File: src/rtl/seq_count_param_updown.sv
// seq_count_param_updown: parametrised up/down counter with clear, load, modulus, wrap or saturate
// Define SEQ_COUNT_WRAP_CNT_EN to add the saturating wrap_cnt event tally.
module seq_count_param_updown #(
  parameter int NBITS = 3,
  parameter int MAX = 2**NBITS-1,
  parameter int RESET_VAL = 0,
  parameter bit SAT = 1'b0,
  parameter int WBITS = 8
) (
  input  logic clk,
  input  logic reset,
  input  logic en,
  input  logic clear,
  input  logic load,
  input  logic [NBITS-1:0] load_val,
  input  logic dir,
  output logic [NBITS-1:0] out,
  output logic at_max,
  output logic at_min,
`ifdef SEQ_COUNT_WRAP_CNT_EN
  output logic wrap,
  output logic [WBITS-1:0] wrap_cnt
`else
  output logic wrap
`endif
);
  localparam logic [NBITS-1:0] MAX_V = MAX[NBITS-1:0];
  localparam logic [NBITS-1:0] RST_V = RESET_VAL[NBITS-1:0];
  logic [NBITS-1:0] ld_v, out_nxt;
  logic at_end, wrap_nxt;
  // Clamping is only needed when codes above MAX exist.
  if (MAX < 2**NBITS-1) begin : g_clamp
    assign ld_v = load_val > MAX_V ? MAX_V : load_val;
  end else begin : g_noclamp
    assign ld_v = load_val;
  end
  assign at_max = out == MAX_V;
  assign at_min = out == '0;
  always_comb begin
    at_end = dir ? at_max : at_min;
    wrap_nxt = !clear && !load && en && at_end;
    out_nxt = clear ? '0 :
              load ? ld_v :
              !en ? out :
              !at_end ? (dir ? out + 1'b1 : out - 1'b1) :
              SAT ? out :
              dir ? '0 : MAX_V;
  end
  always_ff @(posedge clk or posedge reset)
    if (reset) begin
      out <= RST_V;
      wrap <= 1'b0;
    end else begin
      out <= out_nxt;
      wrap <= wrap_nxt;
    end
`ifdef SEQ_COUNT_WRAP_CNT_EN
  always_ff @(posedge clk or posedge reset)
    if (reset) wrap_cnt <= '0;
    else if (clear) wrap_cnt <= '0;
    else if (wrap_nxt && !(&wrap_cnt)) wrap_cnt <= wrap_cnt + 1'b1;
`endif
endmodule

File: config.mk
export PLATFORM = sky130hd
export DESIGN_NAME = seq_count_param_updown
export DESIGN_NICKNAME = d
export VERILOG_FILES = /design/src/rtl/seq_count_param_updown.sv
export SDC_FILE = /design/constraint.sdc
export NUM_CORES = 1
export LEC_CHECK = 0
export CAP_MARGIN = 20
export CORE_AREA = 3 3 40 42
export DETAILED_ROUTE_END_ITERATION = 16
export DIE_AREA = 0 0 43 45
export PLACE_DENSITY_LB_ADDON = 0.15
export SLEW_MARGIN = 20
export SYNTH_ARGS = -nofsm -noshare
export SYNTH_HDL_FRONTEND = slang
export SYNTH_SLANG_ARGS = --single-unit
File: constraint.sdc
create_clock -name clk -period 1.9 [get_ports clk]
set_clock_uncertainty 0.1 [all_clocks]
set_input_delay 0.57 -clock clk [delete_from_list [all_inputs] [get_ports clk]]
set_output_delay 0.57 -clock clk [all_outputs]
set_load 0.05 [all_outputs]
==> results.sh, run 1 <==
export IMPL_vdd_drop_max_mv=0.238
export IMPL_totalWireLength_um=929
export IMPL_drive_above_1_share_pct=44.4
export IMPL_rr_worst_depth=4
export IMPL_timing_hold_ws_ns=0.405
export IMPL_dr_total_vias=329
export IMPL_die_area_sq_um=1940
export IMPL_worst_pin_slew_ns=0.358
export IMPL_cts_sinks=4
export IMPL_power_density_nw_per_um2=660
export IMPL_cts_setup_buffers=0
export IMPL_drtAntennaViolNets=0
export IMPL_vias_per_cell=4.77
export IMPL_end_kind="output port"
export IMPL_initial_core_util_pct=24.7
export IMPL_setup_violations=0
export IMPL_synth_main_ff_cell="dfrtp_1"
export IMPL_grt_pass1_wl_um=1570
export IMPL_synth_edf_count=0
export IMPL_seqCellArea_sq_um=104
export IMPL_area_delta_synth_final_pct=91.7
export IMPL_cts_buffers=3
export IMPL_io_buffers=14
export IMPL_rsz0062_at_grt="no"
export IMPL_r2r_end="out[1]"
export IMPL_synth_common_cells="dfrtp_1 (4), inv_1 (4), nor3_1 (3)"
export IMPL_boundaryPins=15
export IMPL_multi_input_area_sq_um=221
export IMPL_place_gp_congestion=0.833
export IMPL_crit_fanout=4
export IMPL_ys_seq_elements=4
export IMPL_synth_top_area_share_pct=31.5
export IMPL_grt_pass1_vias=355
export IMPL_max_freq_mhz=536
export IMPL_nets=65
export IMPL_synth_top_area_cell="dfrtp_1"
export IMPL_min_path_type="primary input to asynchronous set/reset pin"
export IMPL_period_share_pct=98.2
export IMPL_dp_cells=65
export IMPL_outcome="complete, no violations"
export IMPL_die_y_um=45
export IMPL_placed_area_sq_um=569
export IMPL_path_cells="buf_4, and3_2, buf_12"
export IMPL_cp_data_required_time_ns=1.23
export IMPL_grt_max_degree=10
export IMPL_drt_first_iter_violations=8
export IMPL_fin_crit_ns=1.87
export IMPL_final_cells=69
export IMPL_leakagePower_nw=0.268
export IMPL_antenna_cells=0
export IMPL_grt_use_total_pct=11.1
export IMPL_slew_headroom_pct=75.9
export IMPL_post_place_ws_ns=-0.415
export IMPL_die_width_um=43
export IMPL_crit_type="register to output port"
export IMPL_cts_tree="done"
export IMPL_synth_nets=41
export IMPL_coreArea_sq_um=1280
export IMPL_wl_per_cell_um=13.5
export IMPL_synth_warnings=0
export IMPL_async_flop_share_pct=100
export IMPL_cts_root_buf="clkbuf_4"
export IMPL_fillers=118
export IMPL_postSynthAreaPerCell_sq_um=10.3
export IMPL_ctsHtreeMaxLevel=1
export IMPL_cts_path_max_buffers=2
export IMPL_arrival_ns=1.20
export IMPL_maxSlewViolCount=0
export IMPL_seq_area_frac_synth_pct=31.5
export IMPL_start_kind="register"
export IMPL_crit_slowest_cell="dfrtp_2"
export IMPL_max_stage_delay_ns=0.42
export IMPL_overflow=0
export IMPL_drv_cap=0
export IMPL_synth_area_sq_um=318
export IMPL_design_area_sq_um=609
export IMPL_cts_clk_slew_worst_paths_ns=0.04
export IMPL_first_pass_iters=3
export IMPL_hold_buffers=0
export IMPL_drc_errors=0
export IMPL_synth_area_leaders="dfrtp_1 (31%), a2111oi_4 (8.7%), fa_1 (6.3%)"
export IMPL_ys_types=21
export IMPL_finalHoldViolations=0
export IMPL_rrSetupSlack_ns=0.16
export IMPL_r2r_start="out[1]"
export IMPL_fp_row_count=13
export IMPL_netlist_instances=31
export IMPL_insertion_delay_ns=0.24
export IMPL_fin_ws_ns=0.0338
export IMPL_fin_util_pct=47.4
export IMPL_antenna_found_initial=0
layer usage:
metal | share of wire, % | global-route usage (%) | vias up | routed length, um
li1 | - | - | 159 | -
met1 | 34 | 11.5 | 150 | 317
met2 | 54 | 20.4 | 17 | 502
met3 | 9.8 | 4.78 | 3 | 91
met4 | 1.9 | 3.61 | 0 | 18
met5 | 0 | 0 | - | 0
report_power, final:
part	switching (mW)	internal [mW]	total, mW
clock	0.0421	0.0793	0.121
combinational	0.0823	0.0910	0.173
sequential	0.0151	0.0927	0.108
placed cells by master, fill, tap and decap left out, drive strengths merged:
master / n
nor2b: 2
nor2: 1
or4: 1
o22ai: 1
fa: 1
nand2b: 1
nand4: 2
o21ai: 1
a2111oi: 1
clkbuf: 4
dlygate4sd2: 1
a211oi: 1
xor2: 2
a211o: 1
a31oi: 1
and3: 1
and3b: 1
inv: 4
buf: 11
mux2i: 1
clkdlybuf4s50: 7
dfrtp: 4
or2b: 1
nor3: 3
worst max-delay path by stage:
| stage | startpoint | end | depth (start not counted) |
|---|---|---|---|
| 2_1_floorplan | out[2] | at_min | 1 |
| 3_3_place_gp | dir | out[1] | 5 |
| 3_5_place_dp | dir | out[1] | 4 |
| 4_1_cts | out[2] | at_max | 2 |
| 5_1_grt | out[0] | at_max | 3 |
| 6_report | out[0] | at_max | 3 |
sequential cells by signal, summed over array words and instances (netlist names):
register	flops
wrap	1
out	3
final cells by class:
type | instances | area share [%]
multi-input cells | 23 | 36.3
flip-flops and latches | 4 | 17.0
clock buffers | 4 | 4.31
well taps | 15 | 3.08
repair buffers | 19 | 36.8
inverters | 4 | 2.46
per-stage QoR:
stage	power (mW)	setup TNS [ns]
final	0.402	0
after global routing	0.418	0
after CTS	0.403	0
after detailed placement	0.274	-0.935
after global placement	0.266	-0.775
after floorplan	0.186	-0.138
cell families (layout without fill, tap and decap cells):
family | count (synthesis) | in the layout | share of synthesized area [%]
and+or+nand+nor | 13 | 13 | 29.5
AOI/OAI and AO/OA | 6 | 6 | 19.3
DFF | 4 | 4 | 31.5
buffers and inverters | 4 | 27 | 4.72
xor gates and xnor gates | 2 | 2 | 5.51
adders and majority gates | 1 | 1 | 6.30
muxes | 1 | 1 | 3.15
critical path, delay by kind of cell (launching register included):
| family | cells | cell delay (ns) |
|---|---|---|
| buffers and inverters | 2 | 0.32 |
| flip-flops | 1 | 0.42 |
| AND/OR/NAND/NOR | 1 | 0.21 |
timing repair:
item | in CTS | in global routing
endpoints found under the setup margin | 3 | 2
resized for setup | 3 | 1
pin swaps | 0 | 1
cloned | 0 | 0
No activity file was read; power rests on OpenSTA's default activity.
==> run 2: changes to the inputs <==
--- a/config.mk
+++ b/config.mk
@@ -8,4 +8,5 @@
 export CAP_MARGIN = 20
 export CORE_AREA = 3 3 40 42
+export CTS_CLUSTER_SIZE = 24
 export DETAILED_ROUTE_END_ITERATION = 16
 export DIE_AREA = 0 0 43 45
==> constraint.sdc (replaced) <==
create_clock -name clk -period 1.75 [get_ports clk]
set_clock_uncertainty 0.1 [all_clocks]
set_input_delay 0.35 -clock clk [delete_from_list [all_inputs] [get_ports clk]]
set_output_delay 0.35 -clock clk [all_outputs]
set_load 0.05 [all_outputs]
==> results.sh, run 2 (synthesized netlist as in run 1, its figures left out) <==
export IMPL_hold_buffers=0
export IMPL_fillers=122
export IMPL_drv_cap=0
export IMPL_boundaryPins=15
export IMPL_worst_pin_slew_ns=0.352
export IMPL_fin_ws_ns=0.0705
export IMPL_grt_pass1_vias=310
export IMPL_met3_usage_pct=3.98
export IMPL_vias_per_cell=4.56
export IMPL_met1_usage_pct=10.8
export IMPL_dr_total_vias=324
export IMPL_vdd_drop_max_mv=0.193
export IMPL_drc_errors=0
export IMPL_io_buffers=14
export IMPL_post_place_ws_ns=-0.318
export IMPL_die_width_um=43
export IMPL_place_hpwl_um=664
export IMPL_area_delta_synth_final_pct=94.5
export IMPL_totalWireLength_um=816
export IMPL_grt_use_total_pct=10.4
export IMPL_fin_util_pct=48.1
export IMPL_final_common_cell="buf_4"
export IMPL_cts_tree="done"
export IMPL_cp_data_required_time_ns=1.30
export IMPL_power_density_nw_per_um2=705
export IMPL_antenna_found_initial=0
export IMPL_ctsHtreeMaxLevel=1
export IMPL_antenna_cells=0
export IMPL_place_gp_congestion=0.824
export IMPL_die_y_um=45
export IMPL_min_path_type="primary input to asynchronous set/reset pin"
export IMPL_dp_cells=64
export IMPL_wl_per_cell_um=11.5
export IMPL_largest_reg_flops=3
export IMPL_max_freq_mhz=595
export IMPL_coreArea_sq_um=1280
export IMPL_leakagePower_nw=0.277
export IMPL_fin_crit_ns=1.68
export IMPL_nets=67
export IMPL_grt_max_degree=9
export IMPL_outcome="complete, no violations"
export IMPL_initial_core_util_pct=24.7
export IMPL_use_met2_pct=16.5
export IMPL_grt_pass1_wl_um=1370
export IMPL_drive_above_1_share_pct=48.2
export IMPL_insertion_delay_ns=0.24
export IMPL_multi_input_area_sq_um=215
export IMPL_cts_sinks=4
export IMPL_period_share_pct=96.0
export IMPL_reg_top3="out x3, wrap x1"
export IMPL_regMostFlops="out"
export IMPL_cts_root_buf="clkbuf_4"
export IMPL_drtAntennaViolNets=0
export IMPL_crit_type="register to output port"
export IMPL_finalSetupTns_ns=0
export IMPL_top_usage_layer="met2"
export IMPL_final_cells=71
export IMPL_fp_row_count=13
export IMPL_die_area_sq_um=1940
export IMPL_maxSlewViolCount=0
export IMPL_setup_violations=0
export IMPL_seqCellArea_sq_um=104
export IMPL_crit_fanout=6
export IMPL_cts_buffers=3
export IMPL_drt_first_iter_violations=1
export IMPL_final_cell_mix="buf_4 (8), clkdlybuf4s50_1 (7), buf_12 (5)"
export IMPL_cts_clk_slew_worst_paths_ns=0.04
export IMPL_rsz0062_at_grt="no"
export IMPL_arrival_ns=1.23
export IMPL_first_pass_iters=2
export IMPL_cts_path_max_buffers=2
export IMPL_finalHoldViolations=0
export IMPL_end_kind="output port"
export IMPL_start_kind="register"
export IMPL_overflow=0
export IMPL_slew_headroom_pct=76.4
-- run 2: changes by cell type in the layout (fill, tap and decap cells not counted), sizes merged --
cell	before	now
buf	11	13
-- run 2: report_power, final --
part           total (mW)  leakage (nW)  internal (mW)  switching [mW]
registers           0.109        0.0483          0.101         0.00822
logic               0.198         0.214          0.105          0.0934
clock network       0.129        0.0150         0.0859          0.0432
total               0.436         0.277          0.291           0.145
-- run 2: worst paths after layout --
| path | start | to | slack (ns) | cells after the start |
|---|---|---|---|---|
| hold reg to reg | out[2] | wrap | 0.46 | 2 |
| max in group asynchronous | reset | out[2] | 1.20 | 2 |
| min in group clk | out[2] | wrap | 0.46 | 2 |
| hold / removal | reset | out[0] | 0.19 | 2 |
| setup / recovery | out[0] | at_min | 0.07 | 3 |
| setup reg to reg | out[0] | out[1] | 0.10 | 4 |
-- run 2: timing repair --
item	4_1_cts	5_1_grt
endpoints found under the setup margin	2	2
buffers inserted	0	3
gates resized for setup	1	0
hold endpoints to repair	0	0
pin swaps	0	0
-- run 2: metrics by stage --
| stage | power (mW) | cell area [sq um] | hold slack [ns] |
|---|---|---|---|
| after CTS | 0.437 | 596 | 0.186 |
| final | 0.436 | 618 | 0.190 |
| after floorplan | 0.209 | 334 | 0.0159 |
| after global placement | 0.298 | 571 | 0.437 |
| after global routing | 0.464 | 618 | 0.209 |
| after detailed placement | 0.303 | 571 | 0.440 |
-- run 2: area by class of cell --
cell class | count | area share, %
Multi-Input combinational cell | 23 | 34.8
Clock buffer | 4 | 4.25
Tap cell | 15 | 3.04
Timing Repair Buffer | 21 | 38.7
Sequential cell | 4 | 16.8
Inverter | 4 | 2.43
-- run 2: layer usage --
metal  part of all wire [%]  vias to the layer above
met5                      0                        -
met4                    2.6                        0
met3                    7.7                        4
met2                     52                       12
met1                     37                      146
li1                       -                      162
-- run 2: critical path, stage by stage (launching register included) --
cell and delay, ns:
dfrtp_2 0.45, buf_4 0.15, nor3_2 0.22, buf_12 0.17
